===== config.mk =====
export PLATFORM = sky130hd
export DESIGN_NAME = rv_hazard_fwd
export DESIGN_NICKNAME = d
export VERILOG_FILES = /design/src/rtl/rv_hazard_fwd.sv
export SDC_FILE = /design/constraint.sdc
export NUM_CORES = 1
export LEC_CHECK = 0
export CAP_MARGIN = 20
export CELL_PAD_IN_SITES_DETAIL_PLACEMENT = 0
export CELL_PAD_IN_SITES_GLOBAL_PLACEMENT = 1
export CORE_UTILIZATION = 35
export CTS_CLUSTER_SIZE = 24
export DETAILED_ROUTE_END_ITERATION = 8
export GPL_TIMING_DRIVEN = 0
export MAX_ROUTING_LAYER = met4
export PLACE_DENSITY_LB_ADDON = 0.1
export SETUP_SLACK_MARGIN = 0.4
export SLEW_MARGIN = 20
export SYNTH_ARGS = -nofsm -noshare
export SYNTH_HDL_FRONTEND = slang
export SYNTH_SLANG_ARGS = --single-unit

===== constraint.sdc =====
create_clock -name i_clk -period 7.6 [get_ports i_clk]
set_clock_uncertainty 0.1 [all_clocks]
set_input_delay 1.52 -clock i_clk [delete_from_list [all_inputs] [get_ports i_clk]]
set_output_delay 1.52 -clock i_clk [all_outputs]
set_load 0.05 [all_outputs]

===== src/rtl/rv_hazard_fwd.sv =====
// Operand forwarding and load-use hazard unit for the RV32 pipeline.
// Picks each ALU operand from the youngest in-flight producer.
module rv_hazard_fwd #(
  parameter int XLEN          = 32,
  parameter int REG_AW        = 5,
  parameter int WB_DEPTH      = 2,
  parameter int ALU2_ISOLATED = 0,
  parameter int LOAD_STALL_EN = 1,
  parameter int CNT_W         = 16
) (
  input  logic              i_clk,
  input  logic              i_reset,
  input  logic              i_alu_valid,
  input  logic [REG_AW-1:0] i_alu_rs1,
  input  logic [REG_AW-1:0] i_alu_rs2,
  input  logic              i_alu_rs1_used,
  input  logic              i_alu_rs2_used,
  input  logic [REG_AW-1:0] i_alu2_rd,
  input  logic              i_alu2_reg_write,
  input  logic              i_alu2_is_load,
  input  logic [XLEN-1:0]   i_alu2_data,
  input  logic [REG_AW-1:0] i_write_rd,
  input  logic              i_write_reg_write,
  input  logic [XLEN-1:0]   i_wr_data,
  input  logic [XLEN-1:0]   i_reg_data1,
  input  logic [XLEN-1:0]   i_reg_data2,
  output logic [XLEN-1:0]   o_data1,
  output logic [XLEN-1:0]   o_data2,
  output logic [1:0]        o_src1,
  output logic [1:0]        o_src2,
  output logic              o_stall,
  output logic [CNT_W-1:0]  o_stall_cnt
);

  localparam bit FWD_A2   = (ALU2_ISOLATED == 0);
  localparam bit STALL_EN = (LOAD_STALL_EN != 0) && FWD_A2;

  logic [WB_DEPTH-1:0]             hv_q, hv_d;
  logic [WB_DEPTH-1:0][REG_AW-1:0] hrd_q, hrd_d;
  logic [WB_DEPTH-1:0][XLEN-1:0]   hdat_q, hdat_d;
  logic [CNT_W-1:0]                cnt_q, cnt_d;
  logic                            stall;

  // History shifts every cycle, stall or not; x0 writes never become valid.
  always_comb begin
    hv_d      = hv_q;
    hrd_d     = hrd_q;
    hdat_d    = hdat_q;
    hv_d[0]   = i_write_reg_write && (i_write_rd != '0);
    hrd_d[0]  = i_write_rd;
    hdat_d[0] = i_wr_data;
    for (int k = 1; k < WB_DEPTH; k++) begin
      hv_d[k]   = hv_q[k-1];
      hrd_d[k]  = hrd_q[k-1];
      hdat_d[k] = hdat_q[k-1];
    end
  end

  always_ff @(posedge i_clk) begin
    if (i_reset) begin
      hv_q  <= '0;
      cnt_q <= '0;
    end else begin
      hv_q  <= hv_d;
      cnt_q <= cnt_d;
    end
  end

  always_ff @(posedge i_clk) begin
    if (!i_reset) begin
      hrd_q  <= hrd_d;
      hdat_q <= hdat_d;
    end
  end

  logic [1:0][REG_AW-1:0] rs;
  logic [1:0][XLEN-1:0]   rf;
  logic [1:0][XLEN-1:0]   od;
  logic [1:0][1:0]        osrc;

  assign rs = {i_alu_rs2, i_alu_rs1};
  assign rf = {i_reg_data2, i_reg_data1};

  for (genvar n = 0; n < 2; n++) begin : g_op
    logic                a2_hit;
    logic                wr_hit;
    logic                wr_sel;
    logic                rf_sel;
    logic                taken;
    logic                h_any;
    logic [WB_DEPTH-1:0] h_sel;
    logic [XLEN-1:0]     od_n;

    always_comb begin
      a2_hit = FWD_A2 && i_alu2_reg_write && !i_alu2_is_load &&
               (rs[n] != '0) && (rs[n] == i_alu2_rd);
      wr_hit = i_write_reg_write && (rs[n] != '0) &&
               (rs[n] == i_write_rd);
      wr_sel = wr_hit && !a2_hit;
      taken  = a2_hit || wr_hit;
      h_sel  = '0;
      for (int k = 0; k < WB_DEPTH; k++) begin
        if (hv_q[k] && (rs[n] == hrd_q[k])) begin
          h_sel[k] = !taken;
          taken    = 1'b1;
        end
      end
      rf_sel = !taken;
      h_any  = |h_sel;
    end

    // Selects are one-hot, so the operand is a plain AND-OR.
    always_comb begin
      od_n = ({XLEN{a2_hit}} & i_alu2_data) |
             ({XLEN{wr_sel}} & i_wr_data) |
             ({XLEN{rf_sel}} & rf[n]);
      for (int k = 0; k < WB_DEPTH; k++) begin
        od_n = od_n | ({XLEN{h_sel[k]}} & hdat_q[k]);
      end
    end

    assign od[n]   = od_n;
    assign osrc[n] = {wr_sel | h_any, a2_hit | h_any};
  end

  always_comb begin
    stall = STALL_EN && !i_reset && i_alu_valid &&
            i_alu2_reg_write && i_alu2_is_load &&
            (i_alu2_rd != '0) &&
            ((i_alu_rs1_used && (i_alu_rs1 == i_alu2_rd)) ||
             (i_alu_rs2_used && (i_alu_rs2 == i_alu2_rd)));
  end

  always_comb begin
    cnt_d = cnt_q;
    if (stall && !(&cnt_q)) begin
      cnt_d = cnt_q + CNT_W'(1);
    end
  end

  assign o_data1     = od[0];
  assign o_data2     = od[1];
  assign o_src1      = osrc[0];
  assign o_src2      = osrc[1];
  assign o_stall     = stall;
  assign o_stall_cnt = cnt_q;

endmodule

==> flow_metrics.py <==
metrics = {
    "cts": {
        "path_clk_slew_ns": 0.06,
        "cts_made_buffers": 9,
        "cts_setup_buffers": 0,
        "cts_tree": "done",
        "root_buffer": "clkbuf_16",
        "clk_latency_ns": 0.34,
        "clkSinkCount": 92,
        "hold_buffers": 0,
        "h-tree-depth": 3,
        "clock_path_buffers": 2,
        "post_cts_resize_count": 0,
    },
    "global_routing": {
        "grt_first_pass_wirelength_um": 33100,
        "grt_max_degree": 51,
        "grt_pass1_vias": 6036,
        "grt_overflow_total": 0,
        "grt_use_total_pct": 26.8,
        "antenna_found_initial": 0,
    },
    "hold_path": {
        "hold_path_class": "register to register",
        "whs_endpoint": "hv_q[1]$_SDFF_PP0_",
        "whs_path_depth": 1,
        "min-delay-start": "hv_q[0]$_SDFF_PP0_",
    },
    "worst_setup_path": {
        "r2r_cells": 6,
        "critPathSlowestCell": "clkdlybuf4s50_1",
        "crit_path_max_incr_delay_ns": 0.86,
        "start_kind": "input port",
        "arrival_ns": 5.16,
        "critical_path_cell_count": 9,
        "regToRegSetupSlack_ns": 5.28,
        "cp.required_ns": 5.98,
        "worst_r2r_startpoint": "o_stall_cnt[0]$_SDFFE_PP0P_",
        "cpMostUsedCell": "clkdlybuf4s50_1",
        "r2r_end": "o_stall_cnt[13]$_SDFFE_PP0P_",
        "worst-path-buf-inv": 4,
        "worstPathCellList": "clkdlybuf4s50_1 -> xnor2_1 -> nand3_1 -> nor3_1 -> clkbuf_1 -> buf_1 -> nand2_1 -> o221ai_1 -> clkdlybuf4s50_1",
        "worstPathMaxFanout": 10,
        "worstSetupPathType": "input port to primary output",
        "crit_family": "buffers and inverters",
        "cp-end-kind": "primary output",
    },
    "timing": {
        "finalHoldViolCount": 0,
        "timing.final.crit_share_pct": 89.2,
        "fmax_mhz": 148,
        "tightest_slew_ns": 0.761,
        "fin_tns_setup_ns": 0,
        "finalSetupViolCount": 0,
        "min_period_ns": 6.78,
        "maxSlewViolCount": 0,
        "rsz0062_at_grt": "no",
        "slew-limit-headroom_pct": 48.9,
    },
    "placed_design": {
        "gp_congestion": 0.854,
        "detailed_place_hpwl_um": 15600,
        "placed_area_sq_mm": 0.00828,
        "port_buffers": 229,
    },
    "synthesis": {
        "synth_cells": 535,
        "synth.distinct_cells": 48,
        "synth_edf_count": 74,
        "synth.yosys.seq_area_share_pct": 45.4,
        "synth_flop_cell": "edfxtp_1",
        "yosys_warnings": 0,
        "ys_ff_latch": 92,
        "synth_area_sq_mm": 0.00569,
        "postSynth.asyncResetShare_pct": 0,
        "syn_nets": 692,
        "syn_area_per_cell_sq_um": 10.6,
    },
    "flow_run": {
        "drv_cap": 0,
    },
    "cells_and_area": {
        "mostFrequentLayoutCell": "clkdlybuf4s50_1",
        "mostFrequentLayoutCells": "clkdlybuf4s50_1, edfxtp_1, a22oi_1",
        "layout.nets": 933,
        "fin_area_sq_mm": 0.00861,
        "utilization_pct": 54.2,
        "syn_to_final_growth_pct": 51.4,
        "diodes": 0,
        "drive_above_1_share_pct": 7.30,
    },
    "routing": {
        "antenna_left": 0,
        "drc": 0,
        "drt_wl_total_um": 21900,
        "num_vias": 5909,
        "drtPass1Iterations": 6,
        "drt-wirelength-per-cell_um": 22.0,
        "drt_iter0_drc": 637,
        "viasPerCell": 5.93,
    },
    "floorplan": {
        "pin_count": 241,
        "die_y_um": 129,
        "die_area_sq_mm": 0.0168,
        "core-area_sq_mm": 0.0159,
        "die_w_um": 129,
        "row_count": 46,
        "start_util_pct": 35.8,
    },
    "status": {
        "outcome": "complete, no violations",
    },
    "pwr": {
        "power_density_mw_per_mm2": 171,
        "irDropWorstVdd_mv": 0.112,
        "leakagePower_nw": 2.80,
    },
}
metal layers:
metal	routed length (um)	share of wire, %	global-route usage [%]
met1	9000	41	33.2
met2	10700	49	44.6
met3	1930	8.8	4.71
met4	314	1.4	8.28
met5	0	0	-
cells in the mapped netlist, types with 14 or more instances:
cell / count / share of area [%]
xnor2_1: 20 / 3.1
o221ai_1: 32 / 4.9
clkbuf_1: 20 / 1.3
a22oi_1: 64 / 8.4
dfxtp_1: 18 / 6.3
a222oi_1: 31 / 5.5
buf_2: 24 / 2.1
o21ai_0: 29 / 2.6
mux2i_1: 34 / 6.0
nand2_1: 40 / 2.6
edfxtp_1: 74 / 39
nor2_1: 14 / 0.92
xor2_1: 24 / 3.7
worst reg2reg max path, delay by kind of cell, from the launching register on:
family                     cells  cell delay [ns]
DFF                            1             0.37
and+or+nand+nor                2             0.57
AOI/OAI and AO/OA              2             0.56
adders and majority gates      1             0.25
muxes                          1             0.37
final cells by class:
class                      count  area, sq um
inverter                       6         25.0
fill                        1424         7270
tap                          216          270
clock inverter                 6          103
buffer                        54          285
timing repair buffer         230         2320
clock buffer                  10          229
sequential                    92         2580
multi-input combinational    383         2800
logic make-up (layout without fill, tap and decap cells):
family                   count (synthesis)  after routing  synth area share, %
AO/OA/AOI/OAI                          192            192                 25.5
AND/OR/NAND/NOR                        110            110                 10.3
flip-flops                              92             92                 45.4
buffers and inverters                   60            306                 5.41
XOR/XNOR                                44             44                 6.78
multiplexers                            36             36                 6.38
adder cells (fa/ha/maj)                  1              1                0.220
power breakdown:
part	internal, W	switching [W]
registers	0.000580	0.0000217
logic	0.000155	0.000200
clock network	0.000319	0.000193
how the worst max path moves through the flow:
stage,slack [ns],startpoint,to
5_1_grt,0.58,i_alu2_rd[4],o_data2[25]
4_1_cts,0.79,i_alu2_rd[4],o_data2[25]
3_3_place_gp,0.78,i_alu2_rd[0],o_data2[30]
3_5_place_dp,0.81,i_alu2_rd[0],o_data2[25]
2_1_floorplan,1.95,i_alu_rs1[2],o_data1[12]
6_report,0.82,i_alu2_rd[4],o_data2[25]
state kept, by name, summed over array words and instances, names as in the netlist:
| name | flops |
|---|---|
| hv_q | 2 |
| o_stall_cnt | 16 |
| hrd_q | 5 |
| hrd_d | 5 |
| hdat_q | 32 |
| hdat_d | 32 |
per-stage QoR:
step | hold WS (ns) | cells | power, W | setup slack, ns
finish | 0.379 | 997 | 0.00147 | 0.822
global route | 0.396 | 997 | 0.00151 | 0.581
CTS | 0.383 | 997 | 0.00148 | 0.790
detailed placement | 0.367 | 981 | 0.000965 | 0.807
global placement | 0.360 | 980 | 0.000961 | 0.776
floorplan | 0.344 | 535 | 0.000791 | 1.95
Note: power is estimated with default switching activity, not from simulation.
